$ cat config.mk
export PLATFORM = sky130hd
export DESIGN_NAME = ss2m_stream_generator
export DESIGN_NICKNAME = d
export VERILOG_FILES = /design/src/rtl/ss2m_gen_pkg.sv /design/src/rtl/ss2m_pattern_unit.sv /design/src/rtl/ss2m_stream_generator.sv
export SDC_FILE = /design/constraint.sdc
export NUM_CORES = 1
export LEC_CHECK = 0
export BUFFER_PORTS_ARGS = -buffer_cell sky130_fd_sc_hd__buf_2
export CAP_MARGIN = 20
export CORE_ASPECT_RATIO = 0.5
export CORE_MARGIN = 2
export CORE_UTILIZATION = 60
export CTS_BUF_LIST = sky130_fd_sc_hd__clkbuf_8
export CTS_CLUSTER_DIAMETER = 150
export DETAILED_ROUTE_END_ITERATION = 6
export PLACE_DENSITY = 0.85
export REMOVE_ABC_BUFFERS = 1
export SYNTH_ARGS = -nofsm -noshare
export SYNTH_HDL_FRONTEND = slang
export SYNTH_SLANG_ARGS = --single-unit
export TNS_END_PERCENT = 5
$ cat constraint.sdc
create_clock -name axis_clk -period 11.9 [get_ports axis_clk]
set_input_delay 2.38 -clock axis_clk [delete_from_list [all_inputs] [get_ports axis_clk]]
set_output_delay 2.38 -clock axis_clk [all_outputs]
set_load 0.05 [all_outputs]
$ cat src/rtl/ss2m_gen_pkg.sv
// ss2m_gen_pkg
// Shared definitions for the S2MM stream generator and anything that has to
// reproduce its data patterns (e.g. a read-side checker).
//   - mode_e     : pattern select encodings
//   - state_e    : frame FSM state encoding
//   - LFSR_TAPS  : tap mask for x^32 + x^22 + x^2 + x + 1 (shift-left form)
//   - lfsr_step  : one Fibonacci LFSR step
//   - lfsr_seed  : seed conditioning (the all-zero state would lock up)
package ss2m_gen_pkg;

  typedef enum logic [1:0] {
    MODE_CNT   = 2'd0,
    MODE_RAMP  = 2'd1,
    MODE_LFSR  = 2'd2,
    MODE_CONST = 2'd3
  } mode_e;

  typedef enum logic [1:0] {
    ST_IDLE = 2'd0,
    ST_RUN  = 2'd1,
    ST_FIN  = 2'd2
  } state_e;

  // Bits 31, 21, 1 and 0 feed the XOR; the new bit shifts in at bit 0.
  localparam logic [31:0] LFSR_TAPS = 32'h8020_0003;

  function automatic logic [31:0] lfsr_step(input logic [31:0] v);
    return {v[30:0], ^(v & LFSR_TAPS)};
  endfunction

  function automatic logic [31:0] lfsr_seed(input logic [31:0] s);
    return (s == 32'd0) ? 32'd1 : s;
  endfunction

endpackage

$ cat src/rtl/ss2m_pattern_unit.sv
// ss2m_pattern_unit
// Produces one DW-bit data word of the selected test pattern for beat index
// `beat`. Everything is combinational except the LFSR state register.
// Ports:
//   axis_clk, axis_reset : clock and synchronous active-high reset
//   mode    [1:0]        : pattern select (mode_e encoding)
//   seed    [31:0]       : pattern seed (must be stable while the frame runs)
//   beat    [LEN_W-1:0]  : beat index within the frame
//   load                 : load LFSR from the conditioned seed
//   advance              : step the LFSR once (one per handshake)
//   data    [DW-1:0]     : pattern word for the current beat
module ss2m_pattern_unit
  import ss2m_gen_pkg::*;
#(
  parameter int DW    = 64,
  parameter int LEN_W = 26
) (
  input  logic             axis_clk,
  input  logic             axis_reset,
  input  logic [1:0]       mode,
  input  logic [31:0]      seed,
  input  logic [LEN_W-1:0] beat,
  input  logic             load,
  input  logic             advance,
  output logic [DW-1:0]    data
);

  localparam int BPB = DW / 8;

  logic [31:0]   lfsr_reg;
  logic [31:0]   lfsr_next;
  logic [7:0]    ramp_base;
  logic [DW-1:0] cnt_data;
  logic [DW-1:0] ramp_data;
  logic [DW-1:0] lfsr_data;
  logic [DW-1:0] const_data;

  // Load wins over advance: a new frame always restarts from the seed.
  always_comb begin
    lfsr_next = lfsr_reg;
    if (load) begin
      lfsr_next = lfsr_seed(seed);
    end else if (advance) begin
      lfsr_next = lfsr_step(lfsr_reg);
    end
  end

  always_ff @(posedge axis_clk) begin
    if (axis_reset) begin
      lfsr_reg <= 32'd0;
    end else begin
      lfsr_reg <= lfsr_next;
    end
  end

  // Only the low 8 bits of n*BPB matter for a mod-256 ramp.
  assign ramp_base = seed[7:0] + beat[7:0] * 8'(BPB);

  for (genvar gi = 0; gi < BPB; gi++) begin : g_ramp
    assign ramp_data[8*gi +: 8] = ramp_base + 8'(gi);
  end

  for (genvar gi = 0; gi < DW; gi++) begin : g_bits
    // Beat counter: zero-extend or truncate the index to DW.
    if (gi < LEN_W) begin : g_cnt
      assign cnt_data[gi] = beat[gi];
    end else begin : g_cnt_pad
      assign cnt_data[gi] = 1'b0;
    end
    // 32-bit values replicated across DW (truncated when DW < 32).
    assign lfsr_data[gi]  = lfsr_reg[gi % 32];
    assign const_data[gi] = seed[gi % 32];
  end

  always_comb begin
    data = cnt_data;
    case (mode)
      MODE_CNT:   data = cnt_data;
      MODE_RAMP:  data = ramp_data;
      MODE_LFSR:  data = lfsr_data;
      MODE_CONST: data = const_data;
      default:    data = cnt_data;
    endcase
  end

endmodule

$ cat src/rtl/ss2m_stream_generator.sv
// ss2m_stream_generator
// AXI4-Stream test-pattern source for the S2MM side of the DMA write path.
// Each accepted start emits one frame of `length` bytes in the selected
// pattern; the final beat may be partial and is marked through tkeep.
// Ports:
//   axis_clk, axis_reset   : clock and synchronous active-high reset
//   start                  : one-cycle command pulse (ignored while not IDLE)
//   length [LEN_W-1:0]     : frame length in bytes (sampled on start)
//   mode   [1:0]           : pattern select (sampled on start)
//   seed   [31:0]          : pattern seed (sampled on start)
//   busy                   : frame in progress
//   done                   : one-cycle pulse at frame end
//   m_axis_tdata/tkeep/tvalid/tlast/tready : AXI4-Stream master
module ss2m_stream_generator
  import ss2m_gen_pkg::*;
#(
  parameter int DW    = 64,
  parameter int LEN_W = 26
) (
  input  logic              axis_clk,
  input  logic              axis_reset,
  input  logic              start,
  input  logic [LEN_W-1:0]  length,
  input  logic [1:0]        mode,
  input  logic [31:0]       seed,
  output logic              busy,
  output logic              done,
  output logic [DW-1:0]     m_axis_tdata,
  output logic [DW/8-1:0]   m_axis_tkeep,
  output logic              m_axis_tvalid,
  output logic              m_axis_tlast,
  input  logic              m_axis_tready
);

  localparam int BPB = DW / 8;

  state_e           state_reg, state_next;
  logic [LEN_W-1:0] beat_reg, beat_next;
  logic [LEN_W-1:0] last_idx_reg, last_idx_next;
  logic [BPB-1:0]   last_keep_reg, last_keep_next;
  logic [1:0]       mode_reg, mode_next;
  logic [31:0]      seed_reg, seed_next;

  logic             accept;
  logic             handshake;
  logic             is_last;
  logic [LEN_W-1:0] len_rem;
  logic [LEN_W-1:0] len_full;
  logic [LEN_W-1:0] nbeats_calc;
  logic [BPB-1:0]   keep_calc;
  logic [31:0]      pat_seed;
  logic [DW-1:0]    pat_data;

  assign accept    = (state_reg == ST_IDLE) && start;
  assign handshake = (state_reg == ST_RUN) && m_axis_tready;
  assign is_last   = (beat_reg == last_idx_reg);

  // nbeats = floor(len/BPB) + (rem != 0); avoids the overflow that
  // (len + BPB - 1) / BPB would hit near the top of the length range.
  assign len_rem     = length % LEN_W'(BPB);
  assign len_full    = length / LEN_W'(BPB);
  assign nbeats_calc = len_full + {{(LEN_W-1){1'b0}}, (len_rem != '0)};

  for (genvar gi = 0; gi < BPB; gi++) begin : g_keep
    assign keep_calc[gi] = (len_rem == '0) || (len_rem > LEN_W'(gi));
  end

  always_comb begin
    state_next     = state_reg;
    beat_next      = beat_reg;
    last_idx_next  = last_idx_reg;
    last_keep_next = last_keep_reg;
    mode_next      = mode_reg;
    seed_next      = seed_reg;
    case (state_reg)
      ST_IDLE: begin
        if (start) begin
          beat_next      = '0;
          last_idx_next  = nbeats_calc - LEN_W'(1);
          last_keep_next = keep_calc;
          mode_next      = mode;
          seed_next      = seed;
          state_next     = (length != '0) ? ST_RUN : ST_FIN;
        end
      end
      ST_RUN: begin
        if (m_axis_tready) begin
          if (is_last) begin
            state_next = ST_FIN;
          end else begin
            beat_next = beat_reg + LEN_W'(1);
          end
        end
      end
      ST_FIN: begin
        state_next = ST_IDLE;
      end
      default: begin
        state_next = ST_IDLE;
      end
    endcase
  end

  always_ff @(posedge axis_clk) begin
    if (axis_reset) begin
      state_reg     <= ST_IDLE;
      beat_reg      <= '0;
      last_idx_reg  <= '0;
      last_keep_reg <= '0;
      mode_reg      <= '0;
      seed_reg      <= '0;
    end else begin
      state_reg     <= state_next;
      beat_reg      <= beat_next;
      last_idx_reg  <= last_idx_next;
      last_keep_reg <= last_keep_next;
      mode_reg      <= mode_next;
      seed_reg      <= seed_next;
    end
  end

  // The LFSR loads on the accepting edge, so it needs the live seed then;
  // during the frame the captured copy keeps ramp/const data stable.
  assign pat_seed = accept ? seed : seed_reg;

  ss2m_pattern_unit #(
    .DW    (DW),
    .LEN_W (LEN_W)
  ) u_pattern (
    .axis_clk   (axis_clk),
    .axis_reset (axis_reset),
    .mode       (mode_reg),
    .seed       (pat_seed),
    .beat       (beat_reg),
    .load       (accept),
    .advance    (handshake),
    .data       (pat_data)
  );

  // All outputs decode registered state only, so tvalid never depends on
  // tready and every beat field holds while the sink stalls.
  assign m_axis_tvalid = (state_reg == ST_RUN);
  assign busy          = (state_reg == ST_RUN);
  assign done          = (state_reg == ST_FIN);
  assign m_axis_tlast  = m_axis_tvalid && is_last;
  assign m_axis_tkeep  = !m_axis_tvalid ? '0 : (is_last ? last_keep_reg : '1);
  assign m_axis_tdata  = m_axis_tvalid ? pat_data : '0;

endmodule

## Word-level counts from Yosys, hierarchy flattened

Index checks and enable logic that the tools add are counted.

| word-level totals | value |
|---|---|
| register bits | 128 |
| bits in latches | 0 |
| RAM bits | 0 |
| memory bits (read-only) | 0 |
| input port bits | 64 |
| output and inout bits | 76 |
| logic and storage cells | 76 |
| memories | 0 |

| cells by class | value |
|---|---|
| $add $sub $neg | 11 |
| multiply operators | 0 |
| div/mod/pow operators | 0 |
| order comparisons | 8 |
| equality and inequality tests | 10 |
| shifts and indexed selects | 0 |
| mux-type cells | 17 |
| bitwise logic cells | 0 |
| reductions and logical operators | 23 |

Operators by type and width:

| cell | count |
|---|---|
| one-hot mux 64 bit (4 select lines) | 1 |
| two-way mux 32 bit | 4 |
| two-way mux 26 bit | 3 |
| two-way mux 64 bit | 1 |
| one-hot mux 26 bit (2 select lines) | 1 |
| nonzero test 26 bit | 2 |
| adder 8 x 3 -> 8 bit (second input constant) | 4 |
| logical NOT 32 bit | 1 |
| parity 32 bit | 1 |
| adder 26 x 1 -> 26 bit (second input constant) | 1 |
| equality test 26 bit | 1 |
| logical NOT 26 bit | 1 |
| subtractor 24 x 1 -> 25 bit (second input constant) | 1 |
| adder 23 x 1 -> 24 bit | 1 |
| adder 8 x 2 -> 8 bit (second input constant) | 2 |
| two-way mux 8 bit | 2 |
| > comparator 3 bit (second input constant) | 4 |
| adder 8 x 1 -> 8 bit (second input constant) | 1 |
| adder 8 bit | 1 |
| logical OR 1 bit | 8 |
| two-way mux 2 bit | 4 |
| equality test 2 bit (second input constant) | 3 |
| > comparator 3 x 1 -> 1 bit (second input constant) | 2 |
| > comparator 3 x 2 -> 1 bit (second input constant) | 2 |
| 10 further kinds | 17 |

## Depth between registers and ports, before layout

Gate-level depths: netlist of the first run.

| depth | value |
|---|---|
| depth after elaboration | 7 |
| depth in mapped cells | 16 |
| mapped depth without buffers | 12 |

## By module

Synthesis of the first run repeated with hierarchy kept, for this count alone.

| second synthesis, totals | value |
|---|---|
| cell total of the unflattened synthesis | 1172 |
| area, all modules | 8782.2 um^2 |

By module, submodules not included:

| module | instances | cells each | area each (um^2) | seq. area each (um^2) |
|---|---|---|---|---|
| ss2m_stream_generator | 1 | 707 | 5272.6 | 1901.8 |
| ss2m_pattern_unit | 1 | 465 | 3509.6 | 640.6 |

## Worst setup path before layout of the first run

No wires, ideal clock.

| path | value |
|---|---|
| path kind | input to output |
| from | in start |
| to | out m_axis_tdata[15] |
| arrival time | 6.706 ns |
| data required time | 9.520 ns |
| slack | 2.814 ns |
| stages on the path | 15 |
| buffers on the path | 4 |
| cell sequence | or3b_1 clkbuf_1 buf_4 buf_2 a21boi_0 inv_1 ha_1 fa_1 xnor2_1 clkbuf_1 a2111oi_0 o211ai_1 xor2_1 nand2_1 a311oi_1 |

| on the way | value |
|---|---|
| cells in the longest elaborated chain, start to end | 6 |

Ends and longest elaborated chain:

| element | line | RTL |
|---|---|---|
| from (decl) | ss2m_stream_generator.sv:22 | `input logic start,` |
| logical AND 1 bit (*) | ss2m_stream_generator.sv:54 | `assign accept = (state_reg == ST_IDLE) && start;` |
| two-way mux 32 bit (*) | ss2m_stream_generator.sv:124 | `assign pat_seed = accept ? seed : seed_reg;` |
| adder 8 bit | ss2m_pattern_unit.sv:57 | `assign ramp_base = seed[7:0] + beat[7:0] * 8'(BPB);` |
| adder 8 x 1 -> 8 bit | ss2m_pattern_unit.sv:60 | `assign ramp_data[8*gi +: 8] = ramp_base + 8'(gi);` |
| one-hot mux 64 bit (4 select lines) (*) | ss2m_pattern_unit.sv:77 | `case (mode)` |
| two-way mux 64 bit (*) | ss2m_stream_generator.sv:147 | `assign m_axis_tdata = m_axis_tvalid ? pat_data : '0;` |
| to (decl) | ss2m_stream_generator.sv:28 | `output logic [DW-1:0] m_axis_tdata,` |

Every way passes the cells marked *; elsewhere a longest branch is shown, timed or not.

## Final worst setup path of the first run

Same ends and word-level chain as after synthesis.

==> results_tabular.tex, run 1 <==
\begin{tabular}{lr}
\hline
Metric & Value \\
\hline
\multicolumn{2}{l}{\textbf{Status}} \\
\quad Status & complete, but fails checks \\
\quad Violated checks & design-rule violations \\
\multicolumn{2}{l}{\textbf{Critical path}} \\
\quad Launching point of the worst reg2reg path & state\_reg[0] \\
\quad Register-to-Register Path Depth & 10 \\
\quad Reg2Reg Capture Point & u\_pattern.lfsr\_reg[1] \\
\quad Crit start category & primary input \\
\quad Register-to-register setup slack & 8.14 ns \\
\quad Crit path max fanout & 19 \\
\quad Worst Path Class, Setup & in -> out \\
\quad Crit end category & output port \\
\quad Worst setup path endpoint & m\_axis\_tdata[15] \\
\quad Startpoint of the most critical setup path & start \\
\quad Data required, critical path & 9.52 ns \\
\quad Arrival time reported for the critical path endpoint & 6.99 ns \\
\multicolumn{2}{l}{\textbf{Placed design}} \\
\quad Final weighted congestion of routability-driven global placement & 0.985 \\
\quad Standard cell area after detailed placement & 8760 um\^{}2 \\
\quad Placed wire-length estimate & 18000 um \\
\quad Total of buffers placed on input and output ports & 139 \\
\quad Placed instance count & 1313 \\
\multicolumn{2}{l}{\textbf{Yosys}} \\
\quad Share of synthesized registers carrying an async set or reset & 0\% \\
\quad Top-area cell type share of the netlist area & 31.3\% \\
\quad Netlist Area Pre-Place & 8120 um\^{}2 \\
\quad Biggest area consumer among synthesized cells & sky130\_fd\_sc\_hd\_\_dfxtp\_1 \\
\quad Primary FF master, synth & sky130\_fd\_sc\_hd\_\_dfxtp\_1 \\
\quad YS warnings & 0 \\
\quad Number of different library cells in the post-synthesis netlist & 67 \\
\quad Top cells by area, synth & sky130\_fd\_sc\_hd\_\_dfxtp\_1 31\%, sky130\_fd\_sc\_hd\_\_nor2\_1 7.7\%, sky130\_fd\_sc\_hd\_\_xnor2\_1 5.9\%, sky130\_fd\_sc\_hd\_\_a21oi\_1 5.9\%, sky130\_fd\_sc\_hd\_\_nand2\_1 4.9\% \\
\quad Number of flip-flops and latches in the synthesized netlist & 127 \\
\quad Avg Cell Area, Syn & 7.54 um\^{}2 \\
\quad Count of mapped cells out of synthesis & 1077 \\
\quad Number of enable flip-flop cells after synthesis & 0 \\
\quad Fraction of the yosys area taken by sequential cells & 31.3\% \\
\multicolumn{2}{l}{\textbf{Timing}} \\
\quad Final slew viol count & 0 \\
\quad Unrepaired setup endpoints after global routing & false \\
\quad Worst-case hold slack & 0.467 ns \\
\quad Pin slew with the least headroom to its limit & 0.952 ns \\
\quad Clock Skew & 0.0117 ns \\
\quad Sum of negative setup slack & 0 ns \\
\quad Headroom to the max-slew limit & 36.5\% \\
\quad Min cycle time layout & 9.37 ns \\
\quad Final Hold Vio Count & 0 \\
\quad Maximum clock rate & 0.107 GHz \\
\quad Final clock period utilization by the worst path & 78.7\% \\
\quad Setup violators final & 0 \\
\multicolumn{2}{l}{\textbf{Cells and area}} \\
\quad Seq. cell area & 2540 um\^{}2 \\
\quad Count of filler cells inserted in the layout & 1077 \\
\quad Final \#Nets & 1243 \\
\quad Fraction of layout instances using a drive strength above 1 & 18.2\% \\
\quad Most common cell after layout, fill and taps aside & sky130\_fd\_sc\_hd\_\_nor2\_1 \\
\quad Number of antenna repair diodes & 0 \\
\quad Finished Layout Cells & 1345 \\
\quad Most frequent cells in the layout & 167 x sky130\_fd\_sc\_hd\_\_nor2\_1, 138 x sky130\_fd\_sc\_hd\_\_buf\_2, 126 x sky130\_fd\_sc\_hd\_\_dfxtp\_1 \\
\quad Footprint of the multi-input gates & 5150 um\^{}2 \\
\quad Layout area overhead & 12.4\% \\
\quad Post-route cell area & 9130 um\^{}2 \\
\multicolumn{2}{l}{\textbf{Power}} \\
\quad Part of the total power dissipated in combinational logic & 27.6\% \\
\quad Total power divided by cell area & 131 nW/um\^{}2 \\
\quad Overall Power & 1190 uW \\
\quad LEAKAGE & 0.00365 uW \\
\quad Internal Pwr Total & 754 uW \\
\quad Net Sw Frac & 36.8\% \\
\quad Net Sw Power & 440 uW \\
\quad Share of total power in the clock network & 31.2\% \\
\quad Worst voltage drop across the vdd grid & 0.0790 mV \\
\quad Register share of total power & 41.2\% \\
\multicolumn{2}{l}{\textbf{Clocking}} \\
\quad Root buffer selected by CTS & sky130\_fd\_sc\_hd\_\_clkbuf\_8 \\
\quad Sinks on Clock Net & 127 \\
\quad CTS resizes & 0 \\
\quad Later-pin clock latency in the skew report & 0.46 ns \\
\quad Number of clock buffers inserted by TritonCTS & 17 \\
\quad Maximum root-to-sink buffer count & 2 \\
\quad Number of buffers added for setup after CTS & 0 \\
\quad CTS clock-pin slew for the worst setup and hold paths & 0.08 ns \\
\quad Clock tree from TritonCTS & built \\
\quad Hold bufs inserted after CTS & 0 \\
\quad \# H-tree levels & 4 \\
\multicolumn{2}{l}{\textbf{Flow run}} \\
\quad Max-Cap Viols & 0 \\
\multicolumn{2}{l}{\textbf{Worst hold path}} \\
\quad Worst Hold Path Cells & 2 \\
\quad Path category of the worst min-delay check & reg -> reg \\
\multicolumn{2}{l}{\textbf{Route}} \\
\quad Final routed wirelength across all metal layers & 25500 um \\
\quad Length of the first detailed-routing pass in iterations & 7 \\
\quad Number of remaining DRC errors & 3 \\
\quad Drt first-iter violations & 1059 \\
\quad Count of vias placed by the detailed router & 8589 \\
\quad Routed length per instance & 19.0 um \\
\quad Routed vias/inst & 6.39 \\
\quad Count of nets left with antenna violations after detail routing & 0 \\
\multicolumn{2}{l}{\textbf{Die}} \\
\quad Number of top-level design ports & 140 \\
\quad DIE WIDTH & 169 um \\
\quad Starting utilization of the core area & 62.7\% \\
\quad Die footprint & 14500 um\^{}2 \\
\quad Die Span Y & 86.3 um \\
\quad Placement Rows & 29 \\
\quad Core area & 13000 um\^{}2 \\
\multicolumn{2}{l}{\textbf{Global route}} \\
\quad Number of antenna violations at the first check in global routing & 0 \\
\quad Pin count of the biggest net entering global routing & 87 \\
\quad Number of global-route vias before repair & 7770 \\
\quad Wire length of the first global-routing pass & 40000 um \\
\quad Global router's overall resource usage & 34.8\% \\
\quad Grt total ovfl & 0 \\
\hline
\end{tabular}
routing by layer:
layer	global-route usage, %	part of all wire [%]
met3	7.90	11
met4	12.2	2.7
met5	0	0
met1	46.6	43
met2	55.9	44
through the flow:
step           util, %  setup WS [ns]
2_1_floorplan        -          0.585
3_3_place_gp      67.6           2.69
3_5_place_dp      67.6           2.62
4_1_cts           70.5           2.60
5_1_grt           70.5           2.25
6_report          70.5           2.53
critical path, cell delays in order:
cell                        delay (ns)
sky130_fd_sc_hd__buf_2            0.12
sky130_fd_sc_hd__or3b_2           0.73
sky130_fd_sc_hd__a21boi_0         0.39
sky130_fd_sc_hd__inv_1            0.08
sky130_fd_sc_hd__ha_1             0.24
sky130_fd_sc_hd__fa_1             0.90
sky130_fd_sc_hd__nand2_1          0.41
sky130_fd_sc_hd__a2111oi_0        0.72
sky130_fd_sc_hd__o211ai_1         0.21
sky130_fd_sc_hd__xor2_1           0.16
sky130_fd_sc_hd__nand2_1          0.07
sky130_fd_sc_hd__a311oi_1         0.26
sky130_fd_sc_hd__buf_2            0.30
power by group through the flow:
stage	sequential, uW	combinational (uW)	clock, uW
after floorplan	493	227	0
after global placement	498	315	0
after detailed placement	499	320	0
after CTS	490	322	369
after global routing	495	355	387
final	491	329	372
cells in the mapped netlist, drive strengths merged, types with 3 or more instances:
cell type and instances:
a2111oi 3, a211o 7, a211oi 38, a21boi 10
a21o 9, a21oi 97, a22oi 4, a311oi 20
a31oi 3, and2 16, and3 7, buf 26
clkbuf 57, dfxtp 127, ha 16, inv 17
mux2i 20, nand2 107, nand2b 5, nand3 29
nand3b 4, nand4 10, nor2 167, nor3 36
nor4 32, o211ai 20, o21ai 34, o22ai 5
o31ai 6, or2 7, or3 23, or4 11
xnor2 55, xor2 27
cells by family (layout without fill, tap and decap cells):
family	Yosys count	after routing	synth area share, %
buf+inv	101	199	5.30
xor+xnor	83	83	9.12
simple gates	461	461	27.2
flops	127	127	31.3
mux	22	22	2.74
fa+ha+maj	17	17	2.71
compound gates	266	266	21.6
how the worst min path moves through the flow:
stage / from / to
after global routing: last_idx_reg[24] / last_idx_reg[24]
final: last_idx_reg[23] / last_idx_reg[23]
after CTS: last_idx_reg[23] / last_idx_reg[23]
after floorplan: last_keep_reg[7] / last_keep_reg[7]
after global placement: last_keep_reg[7] / last_keep_reg[7]
after detailed placement: last_idx_reg[23] / last_idx_reg[23]
layout make-up:
| class | instances | area share [%] |
|---|---|---|
| clock buffers | 18 | 2.71 |
| clock inverters | 14 | 1.40 |
| inverters | 17 | 0.699 |
| multi-input cells | 849 | 56.5 |
| flip-flops and latches | 127 | 27.9 |
| well taps | 170 | 2.33 |
| repair buffers | 150 | 8.55 |
(Power assumes the default switching activity.)
==> inputs of run 2 (changes only) <==
Settings changed: CORE_UTILIZATION 60 to 53, PLACE_DENSITY 0.85 to 0.79.
Clock period 11.9 ns to 7.72 ns, I/O delays scaled along.
==> run 2 against run 1 <==
Effect of this change:
- the flow now finishes without violations
- via count shrank 0.59%
- routed wire length grew 2.3%
- count of clock-buffer cells in the layout unchanged
- clock skew up 0.0046 ns
- design area increased by 1.6%
- critical path type unchanged
- largest power group unchanged
==> results_tabular.tex, run 2 (synthesis gave the netlist of run 1 again) <==
\begin{tabular}{lr}
\hline
Metric & Value \\
\hline
\multicolumn{2}{l}{\textbf{Clocking}} \\
\quad Clock tree from TritonCTS & built \\
\quad CTS clock-pin slew for the worst setup and hold paths & 0.08 ns (about the same) \\
\quad CTS resizes & 0 (unchanged) \\
\quad Number of buffers added for setup after CTS & 0 (unchanged) \\
\quad Root buffer selected by CTS & sky130\_fd\_sc\_hd\_\_clkbuf\_8 \\
\quad Hold bufs inserted after CTS & 0 (unchanged) \\
\quad Sinks on Clock Net & 127 (unchanged) \\
\quad Number of clock buffers inserted by TritonCTS & 17 (unchanged) \\
\quad Maximum root-to-sink buffer count & 2 (unchanged) \\
\quad \# H-tree levels & 4 (unchanged) \\
\quad Later-pin clock latency in the skew report & 0.45 ns (about the same) \\
\multicolumn{2}{l}{\textbf{Power}} \\
\quad Total power divided by cell area & 204 nW/um\^{}2 (+56\%) \\
\quad Worst voltage drop across the vdd grid & 0.106 mV (+34\%) \\
\quad LEAKAGE & 0.00369 uW (+1.0\%) \\
\multicolumn{2}{l}{\textbf{Route}} \\
\quad Routed length per instance & 18.9 um (-0.21\%) \\
\quad Number of remaining DRC errors & 0 (-3) \\
\quad Routed vias/inst & 6.19 (-3.0\%) \\
\quad Drt first-iter violations & 1129 (+6.6\%) \\
\quad Count of nets left with antenna violations after detail routing & 0 (unchanged) \\
\quad Count of vias placed by the detailed router & 8538 (-0.59\%) \\
\quad Final routed wirelength across all metal layers & 26100 um (+2.3\%) \\
\quad Length of the first detailed-routing pass in iterations & 5 (-2) \\
\multicolumn{2}{l}{\textbf{Placed design}} \\
\quad Final weighted congestion of routability-driven global placement & 0.961 (-2.5\%) \\
\quad Placed wire-length estimate & 18600 um (+3.8\%) \\
\quad Total of buffers placed on input and output ports & 139 (unchanged) \\
\quad Standard cell area after detailed placement & 8840 um\^{}2 (+0.91\%) \\
\quad Post-placement setup slack & 0.849 ns (-1.77 ns) \\
\multicolumn{2}{l}{\textbf{Timing}} \\
\quad Final Hold Vio Count & 0 (unchanged) \\
\quad Clock Skew & 0.0163 ns (+0.00464 ns) \\
\quad Min cycle time layout & 6.92 ns \\
\quad Final clock period utilization by the worst path & 89.6\% \\
\quad Final slew viol count & 0 (unchanged) \\
\quad Maximum clock rate & 0.144 GHz \\
\quad Unrepaired setup endpoints after global routing & false \\
\quad Headroom to the max-slew limit & 46.8\% (+10 points) \\
\quad Setup violators final & 0 (unchanged) \\
\quad PnR worst setup slack & 0.800 ns (-1.73 ns) \\
\quad Pin slew with the least headroom to its limit & 0.778 ns (-0.174 ns) \\
\multicolumn{2}{l}{\textbf{Cells and area}} \\
\quad Most frequent cells in the layout & 167 x sky130\_fd\_sc\_hd\_\_nor2\_1, 138 x sky130\_fd\_sc\_hd\_\_buf\_2, 126 x sky130\_fd\_sc\_hd\_\_dfxtp\_1 \\
\quad Most common cell after layout, fill and taps aside & sky130\_fd\_sc\_hd\_\_nor2\_1 \\
\quad Fraction of layout instances using a drive strength above 1 & 18.9\% (+0.67 points) \\
\quad Footprint of the multi-input gates & 5150 um\^{}2 (unchanged) \\
\quad Post-route cell area & 9280 um\^{}2 (+1.6\%) \\
\quad Final \#Nets & 1250 (+0.56\%) \\
\quad Count of filler cells inserted in the layout & 1349 (+25\%) \\
\quad Number of antenna repair diodes & 0 (unchanged) \\
\quad Utilization after layout & 63.1\% (-7.4 points) \\
\quad Layout area overhead & 14.2\% \\
\quad Seq. cell area & 2540 um\^{}2 (unchanged) \\
\multicolumn{2}{l}{\textbf{Critical path}} \\
\quad Cell seen most often among critical-path stages & sky130\_fd\_sc\_hd\_\_buf\_2 \\
\quad Delay contributed by the slowest stage of the critical path & 0.69 ns (-0.21 ns) \\
\quad Data required, critical path & 6.18 ns (-3.34 ns) \\
\quad Register-to-register setup slack & 4.48 ns (-3.66 ns) \\
\quad Sequence of cells on the critical path & buf\_2, or3b\_2, a21boi\_0, inv\_1, ha\_1, fa\_1, buf\_4, nand3\_1, a2111oi\_0, o211ai\_1, xor2\_1, nand2\_1, a311oi\_1, buf\_2 \\
\quad Crit end category & output port \\
\quad Crit path max fanout & 13 (-6) \\
\quad Worst Path Class, Setup & in -> out \\
\quad Arrival time reported for the critical path endpoint & 5.38 ns (-1.61 ns) \\
\quad Critical-path top delay cell & sky130\_fd\_sc\_hd\_\_a2111oi\_0 \\
\quad Crit start category & primary input \\
\multicolumn{2}{l}{\textbf{Flow run}} \\
\quad Max-Cap Viols & 0 (unchanged) \\
\multicolumn{2}{l}{\textbf{Worst hold path}} \\
\quad Path category of the worst min-delay check & reg -> reg \\
\multicolumn{2}{l}{\textbf{Die}} \\
\quad Placement Rows & 31 (+6.9\%) \\
\quad Number of top-level design ports & 140 (unchanged) \\
\quad Starting utilization of the core area & 55.2\% (-7.4 points) \\
\quad Die Span Y & 91.5 um (+6.1\%) \\
\quad DIE WIDTH & 179 um (+6.2\%) \\
\quad Die footprint & 16400 um\^{}2 (+13\%) \\
\quad Core area & 14700 um\^{}2 (+13\%) \\
\multicolumn{2}{l}{\textbf{Global route}} \\
\quad Number of antenna violations at the first check in global routing & 0 (unchanged) \\
\quad Grt total ovfl & 0 (unchanged) \\
\quad Pin count of the biggest net entering global routing & 104 (+20\%) \\
\quad Global router's overall resource usage & 32.1\% (-2.7 points) \\
\quad Number of global-route vias before repair & 7726 (-0.57\%) \\
\quad Wire length of the first global-routing pass & 41100 um (+2.7\%) \\
\multicolumn{2}{l}{\textbf{Status}} \\
\quad Status & complete, no violations \\
\hline
\end{tabular}
run 2: area by class of cell:
cell class | instances | area share, %
flip-flops and latches | 127 | 27.4
clock buffers | 18 | 2.67
repair buffers | 157 | 9.20
inverters | 17 | 0.688
clock inverters | 13 | 1.77
multi-input cells | 849 | 55.6
well taps | 198 | 2.67
run 2: where the power goes:
group	switching [uW]	internal [uW]	leakage, uW	total, uW
clock	292	327	0.000194	619
sequential	48.5	708	0.00104	757
combinational	345	171	0.00245	516
total	686	1210	0.00369	1890
run 2: through the flow:
step	TNS, ns	instances	power (uW)	hold WS, ns
after floorplan	-33.92	993	1110	0.431
after global placement	0	1347	1270	0.446
after detailed placement	0	1347	1270	0.448
after CTS	0	1378	1880	0.460
after global routing	0	1379	1970	0.494
final	0	1379	1890	0.459
run 2: worst paths after layout:
| kind | endpoint | from | cells past startpoint |
|---|---|---|---|
| worst max register to register | u_pattern.lfsr_reg[0] | state_reg[0] | 9 |
| worst min register to register | last_keep_reg[7] | last_keep_reg[7] | 2 |
| worst max-delay path | m_axis_tdata[15] | start | 14 |
| worst min-delay path | last_keep_reg[7] | last_keep_reg[7] | 2 |
run 2: per-layer routing:
metal  part of all wire [%]  global-route usage, %  up-vias
met3                    9.9                   7.45       61
met4                    2.0                   10.0        0
met5                      0                      0        -
li1                       -                      -     4023
met2                     44                   48.6      445
met1                     44                   45.0     4009
run 2: critical path: cells and delay by family:
family                     cells  cell delay (ns)
and+or+nand+nor                3             0.67
AOI/OAI and AO/OA              4             1.48
buffers and inverters          4             0.76
xor gates and xnor gates       1             0.17
adders and majority gates      2             0.76
==> inputs of run 3 (changes only) <==
Settings changed: ABC_AREA set to 1, CORE_UTILIZATION 53 to 54, SYNTH_HIERARCHICAL set to 1.
==> run 3 against run 2 <==
Effect of this change:
- sequential share of layout area shrank 2.8 points
- clock skew is 0.00060 ns lower
- final cell count up 36%
- setup slack improved by 0.52 ns
- first-iteration DRC count fell by 18%
- area after synthesis grew 14%
- worst hold slack worse by 0.0052 ns
- register-to-register slack lost 0.19 ns
- via count is 23% higher
- sequential cell count unchanged
- count of clock-buffer cells in the layout grew 1
==> results_tabular.tex, run 3 <==
\begin{tabular}{lr}
\hline
Metric & Value \\
\hline
\multicolumn{2}{l}{\textbf{Die}} \\
\quad DIE WIDTH & 189 um (+5.5\%) \\
\quad Starting utilization of the core area & 55.7\% (+0.50 points) \\
\quad Core area & 16600 um\^{}2 (+13\%) \\
\quad Placement Rows & 33 (+6.5\%) \\
\quad Die footprint & 18200 um\^{}2 (+11\%) \\
\quad Die Span Y & 96.4 um (+5.4\%) \\
\quad Number of top-level design ports & 140 (unchanged) \\
\multicolumn{2}{l}{\textbf{Power}} \\
\quad Total power divided by cell area & 207 nW/um\^{}2 (+1.4\%) \\
\quad LEAKAGE & 0.00494 uW (+34\%) \\
\quad Worst voltage drop across the vdd grid & 0.118 mV (+11\%) \\
\quad Overall Power & 2140 uW (+13\%) \\
\multicolumn{2}{l}{\textbf{Global route}} \\
\quad Pin count of the biggest net entering global routing & 84 (-19\%) \\
\quad Number of antenna violations at the first check in global routing & 0 (unchanged) \\
\quad Grt total ovfl & 0 (unchanged) \\
\quad Number of global-route vias before repair & 9512 (+23\%) \\
\quad Global router's overall resource usage & 33.4\% (+1.3 points) \\
\quad Wire length of the first global-routing pass & 47800 um (+16\%) \\
\multicolumn{2}{l}{\textbf{Route}} \\
\quad Number of remaining DRC errors & 0 (unchanged) \\
\quad Length of the first detailed-routing pass in iterations & 7 (+2) \\
\quad Drt first-iter violations & 930 (-18\%) \\
\quad Final routed wirelength across all metal layers & 30400 um (+16\%) \\
\quad Routed length per instance & 16.2 um (-15\%) \\
\quad Count of nets left with antenna violations after detail routing & 0 (unchanged) \\
\quad Routed vias/inst & 5.58 (-9.9\%) \\
\quad Count of vias placed by the detailed router & 10500 (+23\%) \\
\multicolumn{2}{l}{\textbf{Critical path}} \\
\quad Worst Path Class, Setup & in -> out \\
\quad Crit end category & output port \\
\quad Delay contributed by the slowest stage of the critical path & 0.46 ns (-0.23 ns) \\
\quad Sequence of cells on the critical path & buf\_2, inv\_1, nor2\_4, inv\_2, buf\_4, o21ai\_0, inv\_1, clkinv\_1, ha\_1, a21oi\_1, o21ai\_0, o21ai\_1, inv\_1, nor2\_1, buf\_2 \\
\quad Arrival time reported for the critical path endpoint & 4.85 ns (-0.53 ns) \\
\quad Cell seen most often among critical-path stages & sky130\_fd\_sc\_hd\_\_inv\_1 \\
\quad Critical-path top delay cell & sky130\_fd\_sc\_hd\_\_clkinv\_1 \\
\quad Crit start category & primary input \\
\quad CP bufs+invs & 8 (+4) \\
\quad Kind of cell adding the most delay to the critical path & buffers and inverters \\
\quad Crit path max fanout & 35 (+22) \\
\quad Data required, critical path & 6.18 ns (about the same) \\
\multicolumn{2}{l}{\textbf{Yosys}} \\
\quad Biggest area consumer among synthesized cells & sky130\_fd\_sc\_hd\_\_dfxtp\_1 \\
\quad Fraction of the yosys area taken by sequential cells & 27.5\% (-3.8 points) \\
\quad Number of enable flip-flop cells after synthesis & 0 (unchanged) \\
\quad Netlist Area Pre-Place & 9230 um\^{}2 (+14\%) \\
\quad Primary FF master, synth & sky130\_fd\_sc\_hd\_\_dfxtp\_1 \\
\quad Most common cell in the synthesized netlist & sky130\_fd\_sc\_hd\_\_nor2\_1 \\
\quad Top cells by area, synth & sky130\_fd\_sc\_hd\_\_dfxtp\_1 28\%, sky130\_fd\_sc\_hd\_\_nor2\_1 12\%, sky130\_fd\_sc\_hd\_\_nand2\_1 12\%, sky130\_fd\_sc\_hd\_\_inv\_1 8.9\%, sky130\_fd\_sc\_hd\_\_nand3\_1 5.7\% \\
\quad Count of mapped cells out of synthesis & 1547 (+44\%) \\
\quad Top-area cell type share of the netlist area & 27.5\% (-3.8 points) \\
\quad Share of synthesized registers carrying an async set or reset & 0\% (unchanged) \\
\quad Avg Cell Area, Syn & 5.97 um\^{}2 (-21\%) \\
\quad Number of different library cells in the post-synthesis netlist & 46 (-31\%) \\
\quad YS warnings & 6 (+6) \\
\quad Synth cell count leaders & 300 x sky130\_fd\_sc\_hd\_\_nor2\_1, 291 x sky130\_fd\_sc\_hd\_\_nand2\_1, 220 x sky130\_fd\_sc\_hd\_\_inv\_1 \\
\quad Number of flip-flops and latches in the synthesized netlist & 127 (unchanged) \\
\multicolumn{2}{l}{\textbf{Cells and area}} \\
\quad Number of antenna repair diodes & 0 (unchanged) \\
\quad Fraction of layout instances using a drive strength above 1 & 14.6\% (-4.3 points) \\
\quad Final \#Nets & 1723 (+38\%) \\
\quad Most common cell after layout, fill and taps aside & sky130\_fd\_sc\_hd\_\_nor2\_1 \\
\quad Layout area overhead & 11.8\% \\
\quad Most frequent cells in the layout & 299 x sky130\_fd\_sc\_hd\_\_nor2\_1, 290 x sky130\_fd\_sc\_hd\_\_nand2\_1, 222 x sky130\_fd\_sc\_hd\_\_inv\_1 \\
\quad Post-route cell area & 10300 um\^{}2 (+11\%) \\
\multicolumn{2}{l}{\textbf{Placed design}} \\
\quad Post-placement setup slack & 1.42 ns (+0.575 ns) \\
\quad Placed wire-length estimate & 22000 um (+18\%) \\
\quad Standard cell area after detailed placement & 9960 um\^{}2 (+13\%) \\
\quad Final weighted congestion of routability-driven global placement & 0.984 (+2.4\%) \\
\quad Total of buffers placed on input and output ports & 139 (unchanged) \\
\multicolumn{2}{l}{\textbf{Timing}} \\
\quad Unrepaired setup endpoints after global routing & false \\
\quad Final slew viol count & 0 (unchanged) \\
\quad Setup violators final & 0 (unchanged) \\
\quad Min cycle time layout & 6.40 ns (-0.523 ns) \\
\quad PnR worst setup slack & 1.32 ns (+0.523 ns) \\
\quad Pin slew with the least headroom to its limit & 1.10 ns (+0.322 ns) \\
\quad Final clock period utilization by the worst path & 82.9\% (-6.8 points) \\
\quad Headroom to the max-slew limit & 26.6\% (-20 points) \\
\quad Sum of negative setup slack & 0 ns (unchanged) \\
\quad Clock Skew & 0.0157 ns (-0.000602 ns) \\
\quad Maximum clock rate & 0.156 GHz (+8.2\%) \\
\quad Final Hold Vio Count & 0 (unchanged) \\
\multicolumn{2}{l}{\textbf{Clocking}} \\
\quad CTS resizes & 0 (unchanged) \\
\quad CTS clock-pin slew for the worst setup and hold paths & 0.08 ns (about the same) \\
\quad Root buffer selected by CTS & sky130\_fd\_sc\_hd\_\_clkbuf\_8 \\
\quad Later-pin clock latency in the skew report & 0.46 ns (about the same) \\
\quad Number of buffers added for setup after CTS & 0 (unchanged) \\
\quad Hold bufs inserted after CTS & 0 (unchanged) \\
\quad Sinks on Clock Net & 127 (unchanged) \\
\quad Clock tree from TritonCTS & built \\
\quad Number of clock buffers inserted by TritonCTS & 17 (unchanged) \\
\quad Maximum root-to-sink buffer count & 2 (unchanged) \\
\quad \# H-tree levels & 4 (unchanged) \\
\multicolumn{2}{l}{\textbf{Status}} \\
\quad Status & complete, no violations \\
\multicolumn{2}{l}{\textbf{Flow run}} \\
\quad Max-Cap Viols & 0 (unchanged) \\
\multicolumn{2}{l}{\textbf{Worst hold path}} \\
\quad Path category of the worst min-delay check & reg -> reg \\
\hline
\end{tabular}
run 3: layout make-up:
type / count / area (um^2)
flip-flops and latches: 127 / 2540
fillers: 1662 / 6230
well taps: 227 / 284
repair buffers: 150 / 778
clock buffers: 19 / 262
multi-input cells: 1114 / 5490
inverters: 232 / 871
clock inverters: 9 / 97.6
run 3: logic make-up (layout without fill, tap and decap cells):
| logic type | Yosys count | count (layout) | share of synthesized area (%) |
|---|---|---|---|
| AND/OR/NAND/NOR | 798 | 798 | 36.5 |
| adder cells (fa/ha/maj) | 17 | 17 | 2.39 |
| XOR/XNOR | 46 | 46 | 4.36 |
| AO/OA/AOI/OAI | 253 | 253 | 16.2 |
| buffers and inverters | 306 | 410 | 13.0 |
| flip-flops | 127 | 127 | 27.5 |
run 3: where the power goes:
group | leakage, uW | internal [uW] | total [uW] | switching [uW]
sequential | 0.00105 | 722 | 779 | 57.4
combinational | 0.00370 | 227 | 796 | 569
clock | 0.000188 | 292 | 560 | 268
run 3: metal layers:
| layer | vias up | global-route usage, % | wire length [um] |
|---|---|---|---|
| met5 | - | 0 | 0 |
| met4 | 0 | 13.5 | 898 |
| met3 | 83 | 6.75 | 2730 |
| met2 | 509 | 56.8 | 13700 |
| met1 | 4786 | 42.2 | 13000 |
| li1 | 5095 | - | - |
run 3: worst reg2reg max path, stage by stage (launching register included):
cell	delay (ns)
sky130_fd_sc_hd__dfxtp_1	0.34
sky130_fd_sc_hd__nor2_1	0.13
sky130_fd_sc_hd__inv_1	0.11
sky130_fd_sc_hd__nor2_4	0.27
sky130_fd_sc_hd__inv_2	0.14
sky130_fd_sc_hd__buf_4	0.23
sky130_fd_sc_hd__o21ai_0	0.24
sky130_fd_sc_hd__inv_1	0.07
sky130_fd_sc_hd__buf_4	0.19
sky130_fd_sc_hd__inv_1	0.35
sky130_fd_sc_hd__ha_1	0.36
sky130_fd_sc_hd__inv_1	0.13
sky130_fd_sc_hd__nor2_1	0.19
sky130_fd_sc_hd__nand2_1	0.08
sky130_fd_sc_hd__nor2_1	0.09
sky130_fd_sc_hd__nand2_1	0.06
sky130_fd_sc_hd__o21ai_0	0.23
sky130_fd_sc_hd__a21oi_1	0.10
run 3: final timing paths:
kind	startpoint	to	slack, ns	cells past startpoint
setup reg to reg	state_reg[0]	u_pattern/lfsr_reg[1]	4.29	17
hold reg to reg	last_keep_reg[0]	last_keep_reg[0]	0.45	2
hold / removal	last_keep_reg[0]	last_keep_reg[0]	0.45	2
setup / recovery	start	m_axis_tdata[45]	1.32	15
run 3: stage by stage:
| stage | hold WS, ns | util [%] | std cells |
|---|---|---|---|
| 2_1_floorplan | 0.425 | - | 1473 |
| 3_3_place_gp | 0.439 | 60.2 | 1850 |
| 3_5_place_dp | 0.446 | 60.2 | 1850 |
| 4_1_cts | 0.457 | 62.4 | 1878 |
| 5_1_grt | 0.498 | 62.4 | 1878 |
| 6_report | 0.454 | 62.4 | 1878 |
